--- config.mk ---
export PLATFORM = sky130hd
export DESIGN_NAME = sysbus_arbiter
export DESIGN_NICKNAME = d
export VERILOG_FILES = /design/src/rtl/sysbus_pkg.sv /design/src/rtl/rr_pick2.sv /design/src/rtl/sysbus_arbiter.sv
export SDC_FILE = /design/constraint.sdc
export NUM_CORES = 1
export LEC_CHECK = 0
export ABC_CLOCK_PERIOD_IN_PS = 2360
export BUFFER_PORTS_ARGS = -buffer_cell sky130_fd_sc_hd__buf_2
export CAP_MARGIN = 25
export CORE_AREA = 10 10 158 160
export CTS_CLUSTER_SIZE = 40
export DETAILED_ROUTE_END_ITERATION = 12
export DIE_AREA = 0 0 168 170
export REMOVE_ABC_BUFFERS = 1
export SETUP_SLACK_MARGIN = 0.05
export SLEW_MARGIN = 20
export SYNTH_ARGS = -nofsm -noshare
export SYNTH_HDL_FRONTEND = slang
export SYNTH_HIERARCHICAL = 1
export SYNTH_SLANG_ARGS = --single-unit
--- constraint.sdc ---
create_clock -name clk -period 2.36 [get_ports clk]
set_input_delay 0.472 -clock clk [delete_from_list [all_inputs] [get_ports clk]]
set_output_delay 0.472 -clock clk [all_outputs]
set_load 0.02 [all_outputs]
--- src/rtl/sysbus_pkg.sv ---
// rtl/sysbus_pkg.sv - shared tag constants and state/port types for the sysbus arbiter
package sysbus_pkg;

    // Request tag layout: [12] = READ/WRITE, [11:8] = type, [7:0] = id
    localparam logic       TAG_READ   = 1'b1;
    localparam logic       TAG_WRITE  = 1'b0;
    localparam logic [3:0] TAG_MEMORY = 4'h1;

    typedef enum logic [1:0] {
        IDLE  = 2'd0,
        REQ   = 2'd1,
        WDATA = 2'd2,
        RESP  = 2'd3
    } arb_state_e;

    typedef enum logic {
        PORT_F = 1'b0,
        PORT_D = 1'b1
    } port_e;

endpackage

--- src/rtl/rr_pick2.sv ---
// rtl/rr_pick2.sv - combinational two-way round-robin picker
//
// Ports:
//   req_i   [1:0]  request vector, bit 0 = port F, bit 1 = port D
//   last_i         index of the port granted most recently
//   valid_o        at least one request is present
//   idx_o          index of the chosen port
module rr_pick2 (
    input  logic [1:0] req_i,
    input  logic       last_i,
    output logic       valid_o,
    output logic       idx_o
);

    // On a tie the port that was not served last wins; otherwise the lone requester.
    assign valid_o = |req_i;
    assign idx_o   = (&req_i) ? ~last_i : req_i[1];

endmodule

--- src/rtl/sysbus_arbiter.sv ---
// rtl/sysbus_arbiter.sv - shares the Sysbus master port between fetch (F) and load/store (D)
//
// Ports:
//   clk, reset                 bus clock, asynchronous active-low reset
//   f_req/f_addr               fetch line read request, f_gnt/f_rvalid/f_rlast responses
//   d_req/d_write/d_addr       data line request, d_wdata/d_wready write beat handshake
//   d_gnt/d_rvalid/d_rlast     data port responses
//   r_data                     response beat data shared by both ports
//   bus_reqcyc/req/reqtag/ack  Sysbus request channel
//   bus_respcyc/resp/resptag   Sysbus response channel, bus_respack acknowledge
module sysbus_arbiter
    import sysbus_pkg::*;
#(
    parameter int DATA_W = 64,
    parameter int TAG_W  = 13,
    parameter int BEATS  = 8
) (
    input  logic              clk,
    input  logic              reset,
    input  logic              f_req,
    input  logic [DATA_W-1:0] f_addr,
    output logic              f_gnt,
    output logic              f_rvalid,
    output logic              f_rlast,
    input  logic              d_req,
    input  logic              d_write,
    input  logic [DATA_W-1:0] d_addr,
    input  logic [DATA_W-1:0] d_wdata,
    output logic              d_wready,
    output logic              d_gnt,
    output logic              d_rvalid,
    output logic              d_rlast,
    output logic [DATA_W-1:0] r_data,
    output logic              bus_reqcyc,
    output logic [DATA_W-1:0] bus_req,
    output logic [TAG_W-1:0]  bus_reqtag,
    input  logic              bus_reqack,
    input  logic              bus_respcyc,
    input  logic [DATA_W-1:0] bus_resp,
    input  logic [TAG_W-1:0]  bus_resptag,
    output logic              bus_respack
);

    localparam int                CNT_W     = $clog2(BEATS);
    localparam logic [CNT_W-1:0]  LAST_BEAT = CNT_W'(BEATS - 1);

    arb_state_e        state_q, state_d;
    port_e             last_q, last_d;
    port_e             owner_q, owner_d;
    logic [DATA_W-1:0] addr_q, addr_d;
    logic [TAG_W-1:0]  tag_q, tag_d;
    logic [CNT_W-1:0]  cnt_q, cnt_d;
    // Sticky protocol-error flags: stray/mis-tagged response, requester dropping early
    logic              resp_err_q, resp_err_d;
    logic              req_err_q, req_err_d;

    logic pick_valid, pick_idx;
    logic is_write, tag_match, last_beat, owner_req;
    logic unused_bits;

    rr_pick2 u_pick (
        .req_i   ({d_req, f_req}),
        .last_i  (last_q),
        .valid_o (pick_valid),
        .idx_o   (pick_idx)
    );

    assign is_write    = (tag_q[TAG_W-1] == TAG_WRITE);
    assign tag_match   = (bus_resptag[0] == owner_q);
    assign last_beat   = (cnt_q == LAST_BEAT);
    assign owner_req   = (owner_q == PORT_D) ? d_req : f_req;
    // Line offset bits and the upper resptag fields carry no meaning here
    assign unused_bits = ^{bus_resptag[TAG_W-1:1], f_addr[5:0], d_addr[5:0]};

    always_comb begin
        state_d     = state_q;
        last_d      = last_q;
        owner_d     = owner_q;
        addr_d      = addr_q;
        tag_d       = tag_q;
        cnt_d       = cnt_q;
        resp_err_d  = resp_err_q;
        req_err_d   = req_err_q;
        f_gnt       = 1'b0;
        f_rvalid    = 1'b0;
        f_rlast     = 1'b0;
        d_gnt       = 1'b0;
        d_rvalid    = 1'b0;
        d_rlast     = 1'b0;
        d_wready    = 1'b0;
        r_data      = '0;
        bus_reqcyc  = 1'b0;
        bus_req     = '0;
        bus_reqtag  = '0;
        // Every response beat is acknowledged, even ones that get dropped
        bus_respack = bus_respcyc;

        case (state_q)
            IDLE: begin
                if (pick_valid) begin
                    owner_d = port_e'(pick_idx);
                    if (pick_idx) begin
                        addr_d = {d_addr[DATA_W-1:6], 6'b0};
                        tag_d  = {(d_write ? TAG_WRITE : TAG_READ), TAG_MEMORY, 7'd0, 1'b1};
                    end else begin
                        addr_d = {f_addr[DATA_W-1:6], 6'b0};
                        tag_d  = {TAG_READ, TAG_MEMORY, 7'd0, 1'b0};
                    end
                    state_d = REQ;
                end
            end
            REQ: begin
                bus_reqcyc = 1'b1;
                bus_req    = addr_q;
                bus_reqtag = tag_q;
                if (!owner_req) begin
                    req_err_d = 1'b1;
                end
                if (bus_reqack) begin
                    f_gnt   = (owner_q == PORT_F);
                    d_gnt   = (owner_q == PORT_D);
                    last_d  = owner_q;
                    state_d = is_write ? WDATA : RESP;
                end
            end
            WDATA: begin
                bus_reqcyc = 1'b1;
                bus_req    = d_wdata;
                bus_reqtag = tag_q;
                d_wready   = bus_reqack;
                if (bus_reqack) begin
                    cnt_d = cnt_q + CNT_W'(1);
                    if (last_beat) begin
                        state_d = IDLE;
                    end
                end
            end
            RESP: begin
                if (bus_respcyc) begin
                    if (tag_match) begin
                        r_data   = bus_resp;
                        f_rvalid = (owner_q == PORT_F);
                        d_rvalid = (owner_q == PORT_D);
                        f_rlast  = (owner_q == PORT_F) && last_beat;
                        d_rlast  = (owner_q == PORT_D) && last_beat;
                        cnt_d    = cnt_q + CNT_W'(1);
                        if (last_beat) begin
                            state_d = IDLE;
                        end
                    end else begin
                        resp_err_d = 1'b1;
                    end
                end
            end
            default: state_d = IDLE;
        endcase

        if (bus_respcyc && (state_q != RESP)) begin
            resp_err_d = 1'b1;
        end
    end

    always_ff @(posedge clk or negedge reset) begin
        if (!reset) begin
            state_q    <= IDLE;
            last_q     <= PORT_D;
            owner_q    <= PORT_F;
            addr_q     <= '0;
            tag_q      <= '0;
            cnt_q      <= '0;
            resp_err_q <= 1'b0;
            req_err_q  <= 1'b0;
        end else begin
            state_q    <= state_d;
            last_q     <= last_d;
            owner_q    <= owner_d;
            addr_q     <= addr_d;
            tag_q      <= tag_d;
            cnt_q      <= cnt_d;
            resp_err_q <= resp_err_d;
            req_err_q  <= req_err_d;
        end
    end

endmodule
==> results of run 1 <==
## critical path, delay by kind of cell (launching register included)
family                   cells  cell delay (ps)
buffers and inverters        3              410
flip-flops                   1              410
AO/OA/AOI/OAI                1              270
adder cells (fa/ha/maj)      1              220
AND/OR/NAND/NOR              1              190
## cells by family (layout without fill, tap and decap cells)
| family | Yosys count | in the layout | synth area share (%) |
|---|---|---|---|
| xor+xnor | 1 | 1 | 0.199 |
| simple gates | 153 | 153 | 17.9 |
| fa+ha+maj | 9 | 9 | 2.56 |
| mux | 62 | 62 | 14.3 |
| buf+inv | 60 | 439 | 7.37 |
| other cells | 1 | 10 | 0.0853 |
| compound gates | 125 | 125 | 19.4 |
| flops | 67 | 67 | 38.2 |
## flip-flops by register name, indices dropped and copies added, names as in the netlist
signal / cells
last_q: 1
state_q: 2
cnt_q: 3
tag_q: 3
addr_q: 58
## metal layers
metal / GRT usage [%] / vias up / wire [um]
met4: 5.98 / 0 / 719
li1: - / 2417 / -
met1: 15.4 / 2346 / 8620
met2: 27.1 / 264 / 12300
met5: 0 / - / 0
met3: 5.55 / 27 / 2040
## how the worst max path moves through the flow
stage | start | end | slack, ps | cells past startpoint
finish | state_q[0]$_DFFE_PN0P_ | bus_req[45] | 30 | 6
global route | state_q[1]$_DFFE_PN0P_ | bus_req[40] | -60 | 6
CTS | state_q[0]$_DFFE_PN0P_ | bus_req[29] | -4 | 6
detailed placement | state_q[0]$_DFFE_PN0P_ | bus_req[18] | 190 | 6
global placement | state_q[0]$_DFFE_PN0P_ | bus_req[18] | 200 | 6
floorplan | d_req | addr_q[10]$_DFFE_PN0P_ | -2860 | 3
## where the power goes
part	total (mW)	switching [mW]	internal (mW)
logic	6.83	3.57	3.25
clock network	1.37	0.551	0.819
registers	2.06	0.337	1.72
## what timing repair did
item / CTS / global route
buffers inserted: 6 / 3
pin swaps: 23 / 3
gates cloned: 3 / 4
gates resized for setup: 133 / 80
endpoints found under the setup margin: 118 / 122
## cell usage in the layout, fill, tap and decap left out, types with 2 or more instances in the layout
master                         n
sky130_fd_sc_hd__a21oi_1      61
sky130_fd_sc_hd__a22o_1       56
sky130_fd_sc_hd__a22o_4        2
sky130_fd_sc_hd__and2_1       55
sky130_fd_sc_hd__and2_4       16
sky130_fd_sc_hd__and3_1        9
sky130_fd_sc_hd__buf_12        9
sky130_fd_sc_hd__buf_16        2
sky130_fd_sc_hd__buf_2       287
sky130_fd_sc_hd__buf_4        45
sky130_fd_sc_hd__buf_6        70
sky130_fd_sc_hd__clkbuf_16    13
sky130_fd_sc_hd__clkinv_2      2
sky130_fd_sc_hd__clkinvlp_4    2
sky130_fd_sc_hd__conb_1       10
sky130_fd_sc_hd__dfrtp_1      66
sky130_fd_sc_hd__ha_1          4
sky130_fd_sc_hd__ha_4          4
sky130_fd_sc_hd__inv_1         2
sky130_fd_sc_hd__inv_2         3
sky130_fd_sc_hd__mux2_2        2
sky130_fd_sc_hd__mux2i_1      59
sky130_fd_sc_hd__nand2_1       2
sky130_fd_sc_hd__nor2_1       63
## area by class of cell
type | count | share of cell area [%]
clock buffers | 10 | 2.93
clock inverters | 6 | 0.816
inverters | 5 | 0.240
multi-input cells | 360 | 32.9
flip-flops and latches | 67 | 21.5
well taps | 280 | 4.48
repair buffers | 418 | 37.2
## metrics by stage
step	instance area [um^2]	setup TNS [ps]	power [mW]
6_report	7820	0	10.3
4_1_cts	7450	-3.53	9.80
2_1_floorplan	4130	-242870	5.36
3_3_place_gp	6610	0	7.24
5_1_grt	7820	-1870	10.9
3_5_place_dp	6610	0	7.30
==> summary.md, run 1 <==
## Global route
* **largest net degree at the start of global routing** 73
* **wire length of the first global-routing pass** 33.3 mm
* **aggregate global routing overflow** 0
* **number of global-route vias before repair** 5461
* **antenna violations before repair** 1
* **total routing usage reported by global routing** 15.0%

## Finish
* **final cell utilization of the core** 36.0%
* **sequential cell area** 1680 um^2
* **fraction of final layout cells sized beyond drive strength 1** 54.0%
* **net count reported at finish** 1146
* **fillers** 2223
* **Non-Filler Instances** 1146
* **multi-input combinational cell area** 2570 um^2
* **post-synthesis to final-layout area growth** 77.7%
* **count of antenna diodes in the layout** 0

## Placed design
* **I/O Buffers** 391
* **dpl cells** 1115
* **post-placement worst setup slack** 191 ps
* **Detailed Place HPWL** 17.6 mm
* **RePlAce Congestion** 0.881

## Yosys
* **fraction of the yosys area taken by sequential cells** 38.2%
* **top_reg_cell synth** sky130_fd_sc_hd__dfrtp_1
* **area share of the largest cell type after synthesis** 37.6%
* **ys async rst share** 100%
* **number of instances in the synthesized netlist** 478
* **Yosys cell types** 32
* **mean instance size in the synthesized netlist** 9.20 um^2
* **count of flip-flops with a built-in enable after synthesis** 0
* **count of warnings emitted by yosys** 6
* **most common cell in the netlist** sky130_fd_sc_hd__and2_1
* **cell types with the largest area share after synthesis** sky130_fd_sc_hd__dfrtp_1, sky130_fd_sc_hd__mux2i_1, sky130_fd_sc_hd__a22o_1, sky130_fd_sc_hd__and2_1, sky130_fd_sc_hd__a21oi_1
* **most common library cells after synthesis** sky130_fd_sc_hd__and2_1, sky130_fd_sc_hd__dfrtp_1, sky130_fd_sc_hd__nor2_1
* **total standard cell area after synthesis** 4400 um^2
* **cell taking the most area after synthesis** sky130_fd_sc_hd__dfrtp_1
* **FF+latch count, synth** 67

## Timing
* **Final Slew Violations** 0
* **highest achievable clock rate** 0.429 GHz
* **unrepaired setup endpoints after global routing** yes
* **setup slack after layout** 31.6 ps
* **final count of hold timing violations** 0
* **final critical delay including setup and external delays** 2330 ps
* **worst hold slack after final layout** 273 ps
* **crit share post-route** 98.7%
* **transition time at the pin with the least slew margin** 909 ps
* **Post-Route Skew** 8.11 ps
* **Slew headroom** 39.4%
* **final setup vio count** 0

## Clock network
* **clock sink count** 67
* **hold-fix buffer count after cts** 0
* **number of buffers between clock root and the deepest sink** 2
* **TritonCTS clock tree** yes
* **CTS H-tree depth** 3
* **Clock Latency Late Sink** 340 ps
* **clock tree root driver cell** sky130_fd_sc_hd__clkbuf_16
* **number of CTS-inserted buffers** 9
* **clock transition at the register clock pins on the worst setup and hold paths after CTS** 60 ps

## Die
* **CORE AREA** 21700 um^2
* **starting density of the core** 20.3%
* **floorplan die height** 170 um
* **die outline area** 28600 um^2
* **I/O Pins** 426
* **overall die width** 168 um
* **cell row count** 54

## Setup path
* **WP data arrival** 1860 ps
* **worst-case reg-to-reg path depth** 7
* **critical path type** reg2out
* **CP max stage cell** sky130_fd_sc_hd__dfrtp_1
* **RR Startpoint** state_q[0]$_DFFE_PN0P_
* **endpoint of the worst-slack reg-to-reg timing path** cnt_q[2]$_DFFE_PN0P_
* **max incr delay on CP** 410 ps
* **sort of element at the start of the critical path** flip-flop
* **crit path capture type** output pin
* **critical path, cell by cell** inv_2 -> ha_4 -> and2_4 -> buf_12 -> a22o_1 -> buf_6
* **worst reg-to-reg setup slack** 510 ps
* **Worst Path Required** 1890 ps
* **maximum fanout along the worst path** 11

## Route
* **Routed wire per std cell** 20.7 um
* **DRT iter0 DRCs** 172
* **antenna-violating nets left** 0
* **Vias** 5054
* **Routed Wire Length** 23.7 mm
* **post-route DRC violation count** 0
* **post-DR vias/cell** 4.41
* **DRT Pass-1 Iters** 4

## Power and ir drop
* **power density over cell area** 1310 nW/um^2
* **leakage power** 4.10 nW
* **maximum VDD drop** 0.561 mV

## Worst hold path
* **classification of the worst-slack hold path** in2async

## Job
* **max capacitance violation total** 0

## Outcome
* **run status** complete, no violations

Note: power is estimated with default switching activity, not from simulation.
==> inputs of run 2 (changes only) <==
- SETUP_SLACK_MARGIN: 0.05 -> 0.4
==> run 2 against run 1 <==
Compared with the run above: the flow now finishes with violations (negative setup slack); final cell count rose by 0.35%; hold slack got worse by 13 ps; non-clock buffer count grew 4; combinational power up 3.1%; sequential share of layout area is 0.65 points lower; count of clock-buffer cells in the layout unchanged; via count grew 1.6%; worst setup slack got worse by 37 ps; die area unchanged.
==> summary.md, run 2 (same netlist as run 1, synthesis figures left out) <==
## Outcome
* **run status** complete, but fails checks
* **failing checks** negative setup slack

## Timing
* **highest achievable clock rate** 0.423 GHz, -1.6%
* **final critical delay including setup and external delays** 2370 ps, +37.4 ps
* **worst hold slack after final layout** 260 ps, -13.0 ps
* **Slew headroom** 39.9%, +0.50 points
* **final count of hold timing violations** 0, unchanged
* **setup slack after layout** -5.88 ps, -37.4 ps
* **Final Slew Violations** 0, unchanged
* **Post-Route Skew** 7.30 ps, -0.808 ps
* **final setup vio count** 1, +1
* **crit share post-route** 100%, +1.6 points
* **unrepaired setup endpoints after global routing** yes
* **transition time at the pin with the least slew margin** 901 ps, -7.47 ps

## Route
* **Vias** 5136, +1.6%
* **antenna-violating nets left** 0, unchanged
* **post-route DRC violation count** 0, unchanged
* **post-DR vias/cell** 4.47, +1.3%
* **DRT iter0 DRCs** 170, -1.2%
* **Routed wire per std cell** 20.5 um, -0.67%
* **Routed Wire Length** 23.6 mm, -0.33%
* **DRT Pass-1 Iters** 4, unchanged

## Placed design
* **dpl cells** 1115, unchanged
* **RePlAce Congestion** 0.881, unchanged
* **I/O Buffers** 391, unchanged
* **Detailed Place HPWL** 17.6 mm, unchanged
* **area post-placement** 6610 um^2, unchanged

## Setup path
* **worst reg-to-reg setup slack** 540 ps, +30 ps
* **critical path type** reg2out
* **Worst Path Required** 1890 ps, about the same
* **worst-case reg-to-reg path depth** 8, +1
* **WP data arrival** 1890 ps, +30 ps
* **crit path capture type** output pin
* **endpoint of the worst-slack reg-to-reg timing path** state_q[1]$_DFFE_PN0P_
* **maximum fanout along the worst path** 29, +18
* **sort of element at the start of the critical path** flip-flop
* **RR Startpoint** state_q[1]$_DFFE_PN0P_

## Clock network
* **CTS H-tree depth** 3, unchanged
* **clock transition at the register clock pins on the worst setup and hold paths after CTS** 60 ps, about the same
* **Clock Latency Late Sink** 340 ps, about the same
* **TritonCTS clock tree** yes
* **number of CTS-inserted buffers** 9, unchanged
* **hold-fix buffer count after cts** 0, unchanged
* **clock sink count** 67, unchanged
* **clock tree root driver cell** sky130_fd_sc_hd__clkbuf_16
* **number of buffers between clock root and the deepest sink** 2, unchanged

## Power and ir drop
* **maximum VDD drop** 0.531 mV, -5.4%
* **leakage power** 4.13 nW, +0.79%
* **power density over cell area** 1300 nW/um^2, -1.1%

## Finish
* **count of antenna diodes in the layout** 0, unchanged
* **Non-Filler Instances** 1150, +0.35%
* **largest register by flop count** addr_q
* **Final Instance Area** 8060 um^2, +3.1%
* **net count reported at finish** 1150, +0.35%
* **most common cell after layout, fill and taps aside** sky130_fd_sc_hd__buf_2
* **fillers** 2206, -0.76%
* **number of flip-flops in the largest register** 58, unchanged
* **fraction of final layout cells sized beyond drive strength 1** 54.6%, +0.56 points
* **commonest cells after routing, fill and taps aside** sky130_fd_sc_hd__buf_2, sky130_fd_sc_hd__buf_6, sky130_fd_sc_hd__dfrtp_1, sky130_fd_sc_hd__nor2_1, sky130_fd_sc_hd__a21oi_1
* **Top Registers** addr_q (58), cnt_q (3), tag_q (3)
* **post-synthesis to final-layout area growth** 83.3%
* **final cell utilization of the core** 37.2%, +1.1 points

## Die
* **I/O Pins** 426, unchanged
* **starting density of the core** 20.3%, unchanged
* **die outline area** 28600 um^2, unchanged
* **CORE AREA** 21700 um^2, unchanged
* **cell row count** 54, unchanged
* **overall die width** 168 um, unchanged
* **floorplan die height** 170 um, unchanged

## Global route
* **number of global-route vias before repair** 5602, +2.6%
* **aggregate global routing overflow** 0, unchanged
* **total routing usage reported by global routing** 15.2%, +0.25 points
* **wire length of the first global-routing pass** 34.0 mm, +1.9%
* **antenna violations before repair** 1, unchanged
* **largest net degree at the start of global routing** 73, unchanged

## Worst hold path
* **classification of the worst-slack hold path** in2async

## Job
* **max capacitance violation total** 0, unchanged

-- run 2: critical path: stages (launching register included) --
cell                      delay, ps
sky130_fd_sc_hd__dfrtp_1        400
sky130_fd_sc_hd__buf_4          160
sky130_fd_sc_hd__ha_4           160
sky130_fd_sc_hd__nand2_4         60
sky130_fd_sc_hd__nor2_4          40
sky130_fd_sc_hd__buf_12         130
sky130_fd_sc_hd__buf_12         120
sky130_fd_sc_hd__buf_16         140
sky130_fd_sc_hd__and2_1         170
sky130_fd_sc_hd__buf_4          160
-- run 2: area by class of cell --
type	instances	area, um^2	area share, %
Multi-Input combinational cell	360	2600	32.3
Clock buffer	10	229	2.84
Sequential cell	67	1680	20.8
Inverter	5	18.8	0.233
Timing Repair Buffer	422	3120	38.7
Tap cell	280	350	4.35
Clock inverter	6	63.8	0.792
-- run 2: report_power, final --
part	switching, mW	internal [mW]	total (mW)
sequential	0.333	1.72	2.05
clock	0.551	0.819	1.37
combinational	3.62	3.42	7.04
total	4.50	5.96	10.5
-- run 2: worst max path at each step --
stage / depth (start not counted) / to / from
2_1_floorplan: 3 / addr_q[10]$_DFFE_PN0P_ / d_req
3_3_place_gp: 6 / bus_req[18] / state_q[0]$_DFFE_PN0P_
3_5_place_dp: 6 / bus_req[18] / state_q[0]$_DFFE_PN0P_
4_1_cts: 6 / bus_req[29] / state_q[0]$_DFFE_PN0P_
5_1_grt: 9 / r_data[1] / state_q[0]$_DFFE_PN0P_
6_report: 9 / r_data[51] / state_q[0]$_DFFE_PN0P_
-- run 2: timing repair --
action                     4_1_cts  5_1_grt
setup endpoints to repair      137      137
gates cloned                     5        3
gates resized for setup        174      103
buffers inserted                 8        3
pin swaps                        4        1
-- run 2: metrics by stage --
step	power, mW	TNS (ps)	setup WS (ps)
3_5_place_dp	7.30	0	191
4_1_cts	9.83	-3.93	-3.57
5_1_grt	11.2	-3890	-71.5
3_3_place_gp	7.24	0	196
6_report	10.5	-5.88	-5.88
2_1_floorplan	5.36	-242870	-2860
-- run 2: routing by layer --
| metal | share of wire, % | global-route usage, % | up-vias |
|---|---|---|---|
| met5 | 0 | 0 | - |
| met4 | 3.4 | 5.98 | 0 |
| met3 | 8.9 | 5.81 | 41 |
| met2 | 52 | 27.8 | 282 |
| met1 | 36 | 15.4 | 2388 |
| li1 | - | - | 2425 |
